$ cat config.mk
export PLATFORM = sky130hd
export DESIGN_NAME = alu_issue_ctrl
export DESIGN_NICKNAME = d
export VERILOG_FILES = /design/src/rtl/alu_issue_ctrl.sv
export SDC_FILE = /design/constraint.sdc
export NUM_CORES = 1
export LEC_CHECK = 0
export CORE_ASPECT_RATIO = 1.2
export CORE_MARGIN = 1
export CORE_UTILIZATION = 41
export CTS_CLUSTER_SIZE = 24
export DETAILED_ROUTE_END_ITERATION = 7
export PLACE_DENSITY_LB_ADDON = 0.12
export SYNTH_ARGS = -nofsm -noshare
export SYNTH_HDL_FRONTEND = slang
export SYNTH_SLANG_ARGS = --single-unit
export TNS_END_PERCENT = 20
$ cat constraint.sdc
create_clock -name clk -period 5.5 [get_ports clk]
set_input_delay 1.1 -clock clk [delete_from_list [all_inputs] [get_ports clk]]
set_output_delay 1.1 -clock clk [all_outputs]
set_load 0.02 [all_outputs]
$ cat src/rtl/alu_issue_ctrl.sv
// alu_issue_ctrl
//   Issue-side controller for a combinational ALU. It decodes an RV32
//   instruction when the instruction is captured into the ISSUE stage. It then
//   drives ALU control and operands from the ISSUE registers. The ALU result,
//   the branch resolution (BEQ/BNE) and the branch target are captured into the
//   RESULT stage, which is presented to writeback.
//   The two stages use a valid/ready handshake. A flush input kills every
//   in-flight instruction.
//
// Ports
//   clk, rst                  clock, synchronous active-high reset
//   in_valid/in_ready         upstream handshake
//   in_instr/in_rs1/in_rs2/in_pc  instruction word, register values, PC
//   flush                     drop ISSUE and RESULT contents
//   alu_ctr/alu_a/alu_b       to ALU (AND=0, OR=1, ADD=2, SUB=3)
//   alu_out/alu_zero          from ALU
//   wb_valid/wb_ready         downstream handshake
//   wb_we/wb_rd/wb_data       register write request
//   br_taken/br_target        branch resolution (qualified by wb_valid)
//   illegal                   unsupported instruction (qualified by wb_valid)
//
// Build option
//   ALU_ISSUE_BYPASS_EN : when defined, operands are forwarded from the
//   RESULT stage if it holds a pending write to the source register.

module alu_issue_ctrl #(
  parameter int XLEN  = 32,
  parameter int CTR_W = 2
) (
  input  logic             clk,
  input  logic             rst,
  input  logic             in_valid,
  output logic             in_ready,
  input  logic [31:0]      in_instr,
  input  logic [XLEN-1:0]  in_rs1,
  input  logic [XLEN-1:0]  in_rs2,
  input  logic [XLEN-1:0]  in_pc,
  input  logic             flush,
  output logic [CTR_W-1:0] alu_ctr,
  output logic [XLEN-1:0]  alu_a,
  output logic [XLEN-1:0]  alu_b,
  input  logic [XLEN-1:0]  alu_out,
  input  logic             alu_zero,
  output logic             wb_valid,
  input  logic             wb_ready,
  output logic             wb_we,
  output logic [4:0]       wb_rd,
  output logic [XLEN-1:0]  wb_data,
  output logic             br_taken,
  output logic [XLEN-1:0]  br_target,
  output logic             illegal
);

  localparam logic [CTR_W-1:0] CTR_AND = 2'd0;
  localparam logic [CTR_W-1:0] CTR_OR  = 2'd1;
  localparam logic [CTR_W-1:0] CTR_ADD = 2'd2;
  localparam logic [CTR_W-1:0] CTR_SUB = 2'd3;

  localparam logic [6:0] OP_R = 7'b0110011;
  localparam logic [6:0] OP_I = 7'b0010011;
  localparam logic [6:0] OP_B = 7'b1100011;

  localparam logic [1:0] BR_NONE = 2'd0;
  localparam logic [1:0] BR_EQ   = 2'd1;
  localparam logic [1:0] BR_NE   = 2'd2;

  // instruction fields
  logic [6:0]      opcode_s;
  logic [2:0]      funct3_s;
  logic [6:0]      funct7_s;
  logic [4:0]      rd_s;
  logic [XLEN-1:0] imm_i_s;
  logic [XLEN-1:0] imm_b_s;

  assign opcode_s = in_instr[6:0];
  assign funct3_s = in_instr[14:12];
  assign funct7_s = in_instr[31:25];
  assign rd_s     = in_instr[11:7];
  assign imm_i_s  = {{(XLEN-12){in_instr[31]}}, in_instr[31:20]};
  assign imm_b_s  = {{(XLEN-13){in_instr[31]}}, in_instr[31], in_instr[7],
                     in_instr[30:25], in_instr[11:8], 1'b0};

  // source operand values, optionally forwarded from RESULT
  logic [XLEN-1:0] rs1_s;
  logic [XLEN-1:0] rs2_s;

`ifdef ALU_ISSUE_BYPASS_EN
  logic fwd1_s;
  logic fwd2_s;
  assign fwd1_s = wb_valid && wb_we && (wb_rd != 5'd0) && (wb_rd == in_instr[19:15]);
  assign fwd2_s = wb_valid && wb_we && (wb_rd != 5'd0) && (wb_rd == in_instr[24:20]);
  assign rs1_s  = fwd1_s ? wb_data : in_rs1;
  assign rs2_s  = fwd2_s ? wb_data : in_rs2;
`else
  // register index fields only matter when forwarding is built in
  logic unused_rs_idx_s;
  assign unused_rs_idx_s = ^in_instr[19:15];
  assign rs1_s = in_rs1;
  assign rs2_s = in_rs2;
`endif

  // decoded controls for the instruction being captured
  logic [CTR_W-1:0] dec_ctr_s;
  logic [XLEN-1:0]  dec_a_s;
  logic [XLEN-1:0]  dec_b_s;
  logic             dec_we_s;
  logic [1:0]       dec_br_s;
  logic             dec_ill_s;

  // Instruction decode; anything unrecognised becomes an illegal ADD 0+0.
  always_comb begin
    dec_ctr_s = CTR_ADD;
    dec_a_s   = '0;
    dec_b_s   = '0;
    dec_we_s  = 1'b0;
    dec_br_s  = BR_NONE;
    dec_ill_s = 1'b0;
    case (opcode_s)
      OP_R: begin
        dec_a_s = rs1_s;
        dec_b_s = rs2_s;
        if (funct7_s == 7'b0000000) begin
          dec_we_s = 1'b1;
          case (funct3_s)
            3'b000:  dec_ctr_s = CTR_ADD;
            3'b111:  dec_ctr_s = CTR_AND;
            3'b110:  dec_ctr_s = CTR_OR;
            default: dec_ill_s = 1'b1;
          endcase
        end else if ((funct7_s == 7'b0100000) && (funct3_s == 3'b000)) begin
          dec_we_s  = 1'b1;
          dec_ctr_s = CTR_SUB;
        end else begin
          dec_ill_s = 1'b1;
        end
      end
      OP_I: begin
        dec_a_s  = rs1_s;
        dec_b_s  = imm_i_s;
        dec_we_s = 1'b1;
        case (funct3_s)
          3'b000:  dec_ctr_s = CTR_ADD;
          3'b111:  dec_ctr_s = CTR_AND;
          3'b110:  dec_ctr_s = CTR_OR;
          default: dec_ill_s = 1'b1;
        endcase
      end
      OP_B: begin
        dec_a_s   = rs1_s;
        dec_b_s   = rs2_s;
        dec_ctr_s = CTR_SUB;
        case (funct3_s)
          3'b000:  dec_br_s  = BR_EQ;
          3'b001:  dec_br_s  = BR_NE;
          default: dec_ill_s = 1'b1;
        endcase
      end
      default: dec_ill_s = 1'b1;
    endcase
    // illegal encodings never write and present zero operands
    if (dec_ill_s) begin
      dec_ctr_s = CTR_ADD;
      dec_a_s   = '0;
      dec_b_s   = '0;
      dec_we_s  = 1'b0;
      dec_br_s  = BR_NONE;
    end else begin
      dec_we_s = dec_we_s && (rd_s != 5'd0);
    end
  end

  // ISSUE stage state beyond the ALU-facing registers
  logic            issue_valid_r;
  logic [4:0]      iss_rd_r;
  logic            iss_we_r;
  logic [1:0]      iss_br_r;
  logic [XLEN-1:0] iss_pc_r;
  logic [XLEN-1:0] iss_bimm_r;
  logic            iss_ill_r;

  logic res_adv_s;
  logic accept_s;
  logic br_taken_s;

  assign res_adv_s = !wb_valid || wb_ready;
  assign in_ready  = !flush && (!issue_valid_r || res_adv_s);
  assign accept_s  = in_valid && in_ready;

  // Branch resolution from the ALU zero flag of the instruction in ISSUE.
  always_comb begin
    br_taken_s = 1'b0;
    case (iss_br_r)
      BR_EQ:   br_taken_s = alu_zero;
      BR_NE:   br_taken_s = !alu_zero;
      default: br_taken_s = 1'b0;
    endcase
  end

  // ISSUE and RESULT stage registers; flush outranks every advance.
  always_ff @(posedge clk) begin
    if (rst) begin
      issue_valid_r <= 1'b0;
      alu_ctr       <= CTR_ADD;
      alu_a         <= '0;
      alu_b         <= '0;
      iss_rd_r      <= 5'd0;
      iss_we_r      <= 1'b0;
      iss_br_r      <= BR_NONE;
      iss_pc_r      <= '0;
      iss_bimm_r    <= '0;
      iss_ill_r     <= 1'b0;
      wb_valid      <= 1'b0;
      wb_we         <= 1'b0;
      wb_rd         <= 5'd0;
      wb_data       <= '0;
      br_taken      <= 1'b0;
      br_target     <= '0;
      illegal       <= 1'b0;
    end else if (flush) begin
      issue_valid_r <= 1'b0;
      wb_valid      <= 1'b0;
    end else begin
      if (res_adv_s) begin
        wb_valid <= issue_valid_r;
        if (issue_valid_r) begin
          wb_we     <= iss_we_r;
          wb_rd     <= iss_rd_r;
          wb_data   <= alu_out;
          br_taken  <= br_taken_s;
          br_target <= iss_pc_r + iss_bimm_r;
          illegal   <= iss_ill_r;
        end
      end
      if (accept_s) begin
        issue_valid_r <= 1'b1;
        alu_ctr       <= dec_ctr_s;
        alu_a         <= dec_a_s;
        alu_b         <= dec_b_s;
        iss_rd_r      <= rd_s;
        iss_we_r      <= dec_we_s;
        iss_br_r      <= dec_br_s;
        iss_pc_r      <= in_pc;
        iss_bimm_r    <= imm_b_s;
        iss_ill_r     <= dec_ill_s;
      end else if (res_adv_s) begin
        issue_valid_r <= 1'b0;
      end
    end
  end

endmodule

# Yosys cells after proc, flatten, opt, wreduce, memory -nomap -nowiden
# Index checks and enable logic that the tools add are counted.
[totals] register_bits=193 inputBits=166 output_inout_bits=140 word_cells=73
[op_classes] addsub=1 eq_ne=9 n_mux=24 bitwise=1 n_reduce_logical=21
[op_table] op="2-to-1 mux 32 bit" n=3
[op_table] op="one-hot mux 32 bit (2 select lines)" n=1
[op_table] op="adder 32 bit" n=1
[op_table] op="== test 7 x 6 -> 1 bit, second input constant" n=2
[op_table] op="2-to-1 mux 1 bit" n=10
[op_table] op="2-to-1 mux 2 bit" n=4
[op_table] op="one-hot mux 2 bit (2 select lines)" n=2
[op_table] op="== test 7 x 5 -> 1 bit, second input constant" n=1
[op_table] op="== test 7 bit, second input constant" n=1
[op_table] op="zero test 7 bit" n=1
[op_table] op="== test 3 bit, second input constant" n=2
[op_table] op="one-hot mux 2 bit (3 select lines)" n=1
[op_table] op="OR reduction 2 bit" n=3
[op_table] op="OR reduction 3 bit" n=2
[op_table] op="nonzero test 5 bit" n=1
[op_table] op="logical AND 1 bit" n=4
[op_table] op="zero test 1 bit" n=4
[op_table] op="one-hot mux 1 bit (2 select lines)" n=2
[op_table] op="== test 3 x 1 -> 1 bit, second input constant" n=1
[op_table] op="zero test 3 bit" n=1
[op_table] op="one-hot mux 1 bit (3 select lines)" n=1
[op_table] op="AND reduction 3 bit" n=1
[op_table] op="== test 2 x 1 -> 1 bit, second input constant" n=1
[op_table] op="== test 2 bit, second input constant" n=1
[op_table] op="other kinds (4)" n=5

# Logic depth before layout (Yosys ltp)
[logic_depth] ltp_word=7 depth_mapped=11 ltp_nobuf=11

# Least setup slack after synthesis
# OpenSTA, ideal clock, no wires.
[synth_path] path_type="input to register" start="input in_instr[26]" end="register alu_b[10]" setup_ns=0.073 arrival_time_ns=2.876 t_required_ns=5.427 setup_slack_ns=2.551 stages=9 n_path_buf=1 cell_sequence="or4_1 nor3_2 nand2_1 a21oi_1 o22ai_1 a21oi_4 o21bai_2 buf_2 nor3_2"
[synth_via] elab_chain_len=6 word_cells_on_any_way=7 cone_classes="eq/ne (1); mux (4); reduce/logical (2)"
[synth_lines] item="from (decl)" line="34" rtl="input logic [31:0] in_instr,"
[synth_lines] item="== test 7 x 6 -> 1 bit" line="130" rtl="end else if ((funct7_s == 7'b0100000) && (funct3_s == 3'b000)) begin"
[synth_lines] item="logical AND 1 bit" line="130"
[synth_lines] item="2-to-1 mux 1 bit" line="130"
[synth_lines] item="2-to-1 mux 1 bit (*)" line="122" rtl="if (funct7_s == 7'b0000000) begin"
[synth_lines] item="one-hot mux 1 bit (3 select lines) (*)" line="118" rtl="case (opcode_s)"
[synth_lines] item="2-to-1 mux 32 bit (*)" line="161" rtl="if (dec_ill_s) begin"
[synth_lines] item="to (signal assigned)" line="238" rtl="alu_b <= dec_b_s;"
[synth_lines] item="to (decl)" line="41" rtl="output logic [XLEN-1:0] alu_b,"
# Mark *: on every way between the ends. The rest lies on a longest branch, timed or not.
# A chain may end at the register's enable or synchronous reset.

# Worst setup path after layout
[layout_path] start="input wb_ready" end="output in_ready"
[layout_via] elab_chain_len=3
[layout_lines] item="from (decl)" line="45" rtl="input logic wb_ready,"
[layout_lines] item="logical OR 1 bit" line="185" rtl="assign res_adv_s = !wb_valid || wb_ready;"
[layout_lines] item="logical OR 1 bit" line="186" rtl="assign in_ready = !flush && (!issue_valid_r || res_adv_s);"
[layout_lines] item="logical AND 1 bit" line="186"
[layout_lines] item="to (decl)" line="33" rtl="output logic in_ready,"
# No other way between the ends.

==> out/summary.log <==
qor: logic_synthesis.synth.yosys.seq_area_share 44.1%
qor: floorplanning.fp.dieH 160 µm
qor: logic_synthesis.synth_top_area_share 44.1%
qor: logic_synthesis.synth_seq_cells 188
qor: drt.drc 0
qor: timing.timing.max_slew.rel_slack 32.5%
qor: timing.skew 0.00989 ns
qor: clock_tree.cts_hold_repair.buffers 0
qor: final_layout.fill_cells 1,891
qor: placed_design.buffer_ports.inserted 300
qor: floorplanning.dieArea 21,400 µm²
qor: critical_path.crit_path_start_kind input port
qor: final_layout.final_cells 1,616
qor: clock_tree.numClockSinks 188
qor: clock_tree.cts.repair_timing.setup_buffer_count 0
qor: logic_synthesis.synth_async_sr_flop_share 0%
qor: critical_path.setup.worst_path.end_class output pin
qor: drt.post_drt_via_cell_ratio 5.20
qor: global_routing.grt_antenna_before_repair 2
qor: drt.final_antenna_net_count 0
qor: critical_path.crit_required 4.40 ns
qor: timing.finalHoldViolCount 0
qor: flow_run.cap_violations 0
qor: critical_path.crit_path_max_fanout 5
qor: timing.peak_clock_frequency_supported_by_timing 0.262 GHz
qor: hold_path.hold_path_class reg -> reg
qor: critical_path.critical_path.startpoint wb_ready
qor: clock_tree.clock_latency 0.44 ns
qor: drt.post_drt_wl_per_cell 15.8 µm
qor: logic_synthesis.synth_enable_flop_cells 0
qor: power_and_ir_drop.worst_ir_drop_on_vdd 0.000204 V
qor: logic_synthesis.netlist_top_cells_area sky130_fd_sc_hd__dfxtp_1 (44%), sky130_fd_sc_hd__nand2_1 (12%), sky130_fd_sc_hd__a21oi_1 (11%), sky130_fd_sc_hd__ha_1 (4.4%), sky130_fd_sc_hd__nor3_2 (3.5%)
qor: power_and_ir_drop.leakage 4.43 nW
qor: clock_tree.clock-root-buffer sky130_fd_sc_hd__clkbuf_16
qor: timing.fin_setup_tns 0 ns
qor: drt.first_pass_iters 5
qor: global_routing.grt_start_max_net_pins 79
qor: drt.drtIter0Drc 409
qor: timing.final-setup-viol-count 0
qor: final_layout.flow.area_growth_from_synthesis 43.5%
qor: final_layout.finalNetCount 1,535
qor: logic_synthesis.synth.avg_cell_area 7.87 µm²
qor: critical_path.cp_arrival 2.72 ns
qor: logic_synthesis.mappedNetlistNets 1,282
qor: critical_path.crit-reg2reg-launch iss_bimm_r[12]$_SDFFE_PP0P_
qor: clock_tree.cts-htree-levels 4
qor: clock_tree.cts_inserted_buffers 17
qor: run_status.outcome finished, final reports clean
qor: timing.setup_repair_after_global_routing_missed_its_margin false
qor: global_routing.grt_pass1_vias 8,077
qor: placed_design.dp_cells 1,584
qor: global_routing.global_route_wire_length_before_repair 41.2 mm
qor: final_layout.insertedDiodeCount 0
qor: logic_synthesis.dominantRegCellSynth sky130_fd_sc_hd__dfxtp_1
qor: timing.timing.final.max_slew_violations 0
qor: drt.detailroute.via_count 8,400
qor: hold_path.holdCritStartpoint br_target[18]$_SDFFE_PP0P_
qor: floorplanning.die_x 134 µm
qor: clock_tree.path_clk_slew 0.07 ns
qor: timing.final_period_minus_worst_setup_slack 3.82 ns
qor: critical_path.criticalPathCategory in -> out
qor: timing.fin_crit_sh 69.4%
qor: drt.postRouteWirelength 25.6 mm
qor: logic_synthesis.yosys_warnings 0
qor: clock_tree.cts_buffer_depth 2
qor: floorplanning.start_util 42.0%
qor: placed_design.detailedPlacementHpwl 18.2 mm
qor: floorplanning.design.core.area 20,300 µm²
qor: logic_synthesis.synthDominantAreaCellType sky130_fd_sc_hd__dfxtp_1
qor: floorplanning.fp-row-count 57
qor: global_routing.global_route.overflow_total 0
qor: floorplanning.num_io_pins 306
qor: global_routing.global_route_total_usage_across_every_layer 24.1%
qor: clock_tree.cts_tree yes
qor: logic_synthesis.post_synth_num_cell_types 55
qor: logic_synthesis.post_synth_instance_area 8540 µm²
qor: logic_synthesis.post_synth_inst_count 1,085
qor: power_and_ir_drop.p_per_area 250 nW/µm²
qor: clock_tree.ctsResizeCount 0
qor: timing.max_slew.worst_pin.slew 1.01 ns
qor: placed_design.finalWeightedCongestion 0.893
qor: final_layout.drive_gt1_share 6.37%
[sequential cells by signal (all words and copies together) (netlist names), 4 cells and up]
signal	flops
alu_a	32
alu_b	32
br_target	32
iss_bimm_r	8
iss_pc_r	32
iss_rd_r	4
wb_data	32
wb_rd	5
[cells in the mapped netlist, types with 2 or more instances]
master / instances
sky130_fd_sc_hd__xor2_1: 9
sky130_fd_sc_hd__a21o_1: 13
sky130_fd_sc_hd__xnor2_1: 18
sky130_fd_sc_hd__nor3b_1: 5
sky130_fd_sc_hd__buf_1: 11
sky130_fd_sc_hd__buf_2: 6
sky130_fd_sc_hd__nor3_2: 30
sky130_fd_sc_hd__nand4_1: 9
sky130_fd_sc_hd__o32ai_1: 2
sky130_fd_sc_hd__a211oi_1: 5
sky130_fd_sc_hd__nand2b_1: 5
sky130_fd_sc_hd__a221oi_1: 12
sky130_fd_sc_hd__a41oi_1: 2
sky130_fd_sc_hd__dfxtp_1: 188
sky130_fd_sc_hd__inv_1: 12
sky130_fd_sc_hd__nor4_1: 3
sky130_fd_sc_hd__nor3_1: 12
sky130_fd_sc_hd__nand2_1: 273
sky130_fd_sc_hd__nor2b_1: 5
sky130_fd_sc_hd__a22oi_1: 2
sky130_fd_sc_hd__nand3_1: 43
sky130_fd_sc_hd__ha_1: 30
sky130_fd_sc_hd__o21ai_0: 30
sky130_fd_sc_hd__and2_1: 2
sky130_fd_sc_hd__a31o_2: 2
sky130_fd_sc_hd__nor2_1: 65
sky130_fd_sc_hd__o21bai_1: 8
sky130_fd_sc_hd__or4_1: 3
sky130_fd_sc_hd__o31ai_1: 4
sky130_fd_sc_hd__clkbuf_1: 57
sky130_fd_sc_hd__a21oi_1: 195
[per-stage QoR]
| stage | hold slack (ns) | worst slack, ns | utilization (%) | instance area (µm²) | total power [W] |
|---|---|---|---|---|---|
| 6_report | 0.451 | 1.68 | 60.3 | 12300 | 0.00306 |
| 5_1_grt | 0.474 | 1.61 | 60.3 | 12300 | 0.00319 |
| 4_1_cts | 0.452 | 1.68 | 60.3 | 12300 | 0.00310 |
| 3_5_place_dp | 0.442 | 1.45 | 57.4 | 11700 | 0.00186 |
| 3_3_place_gp | 0.436 | 1.46 | 57.4 | 11700 | 0.00186 |
| 2_1_floorplan | 0.432 | 2.55 | - | 8540 | 0.00165 |
[per-layer routing]
layer  share of wire [%]  global-route usage, %
met5                0.10                      0
met3                 8.5                   8.79
met2                  50                   41.6
met1                  39                   27.4
met4                 1.8                   7.13
[where the power goes]
| part | switching (W) | internal [W] | total, W |
|---|---|---|---|
| sequential | 0.0000234 | 0.00140 | 0.00142 |
| combinational | 0.000207 | 0.000202 | 0.000409 |
| clock | 0.000575 | 0.000656 | 0.00123 |
| total | 0.000806 | 0.00226 | 0.00306 |
[critical path, stage by stage]
cell                              delay, ns
sky130_fd_sc_hd__clkdlybuf4s50_1       0.46
sky130_fd_sc_hd__nor2b_1               0.09
sky130_fd_sc_hd__a21oi_1               0.36
sky130_fd_sc_hd__clkdlybuf4s50_1       0.72
[path summary, 6_finish.rpt]
| kind | cells past startpoint | end | slack (ns) |
|---|---|---|---|
| worst max-delay path | 4 | in_ready | 1.68 |
| worst min register to register | 2 | br_target[18]$_SDFFE_PP0P_ | 0.45 |
| worst max register to register | 9 | br_target[25]$_SDFFE_PP0P_ | 2.16 |
| worst min-delay path | 2 | br_target[18]$_SDFFE_PP0P_ | 0.45 |
[kinds of logic (layout without fill, tap and decap cells)]
logic type,Yosys count,after routing,synth area share [%]
adder cells (fa/ha/maj),31,31,4.63
buffers and inverters,86,352,3.87
AO/OA/AOI/OAI,292,292,20.0
AND/OR/NAND/NOR,461,461,24.6
flip-flops,188,188,44.1
XOR/XNOR,27,27,2.77
[layout make-up]
type / instances / area [µm²] / area share (%)
Inverter: 12 / 45.0 / 0.367
Sequential cell: 188 / 3760 / 30.7
Clock inverter: 14 / 149 / 1.21
Multi-Input combinational cell: 811 / 4470 / 36.5
Clock buffer: 18 / 439 / 3.58
Timing Repair Buffer: 308 / 3060 / 25.0
Tap cell: 265 / 332 / 2.70
[cells in the final DEF, fill, tap and decap left out, types with 4 or more instances in the layout]
cell type,instances
sky130_fd_sc_hd__clkdlybuf4s50_1,299
sky130_fd_sc_hd__nand2_1,272
sky130_fd_sc_hd__a21oi_1,195
sky130_fd_sc_hd__dfxtp_1,188
sky130_fd_sc_hd__nor2_1,65
sky130_fd_sc_hd__nand3_1,43
sky130_fd_sc_hd__nor3_2,30
sky130_fd_sc_hd__o21ai_0,30
sky130_fd_sc_hd__ha_1,30
sky130_fd_sc_hd__xnor2_1,18
sky130_fd_sc_hd__clkbuf_16,17
sky130_fd_sc_hd__a21o_1,13
sky130_fd_sc_hd__nor3_1,12
sky130_fd_sc_hd__inv_1,12
sky130_fd_sc_hd__a221oi_1,12
sky130_fd_sc_hd__nand4_1,9
sky130_fd_sc_hd__xor2_1,9
sky130_fd_sc_hd__buf_4,9
sky130_fd_sc_hd__o21bai_1,8
sky130_fd_sc_hd__nand2b_1,5
sky130_fd_sc_hd__nor2b_1,5
sky130_fd_sc_hd__a211oi_1,5
sky130_fd_sc_hd__o31ai_1,4
sky130_fd_sc_hd__nor3b_1,4
sky130_fd_sc_hd__inv_6,4
sky130_fd_sc_hd__inv_8,4
Note: power is estimated with default switching activity, not from simulation.
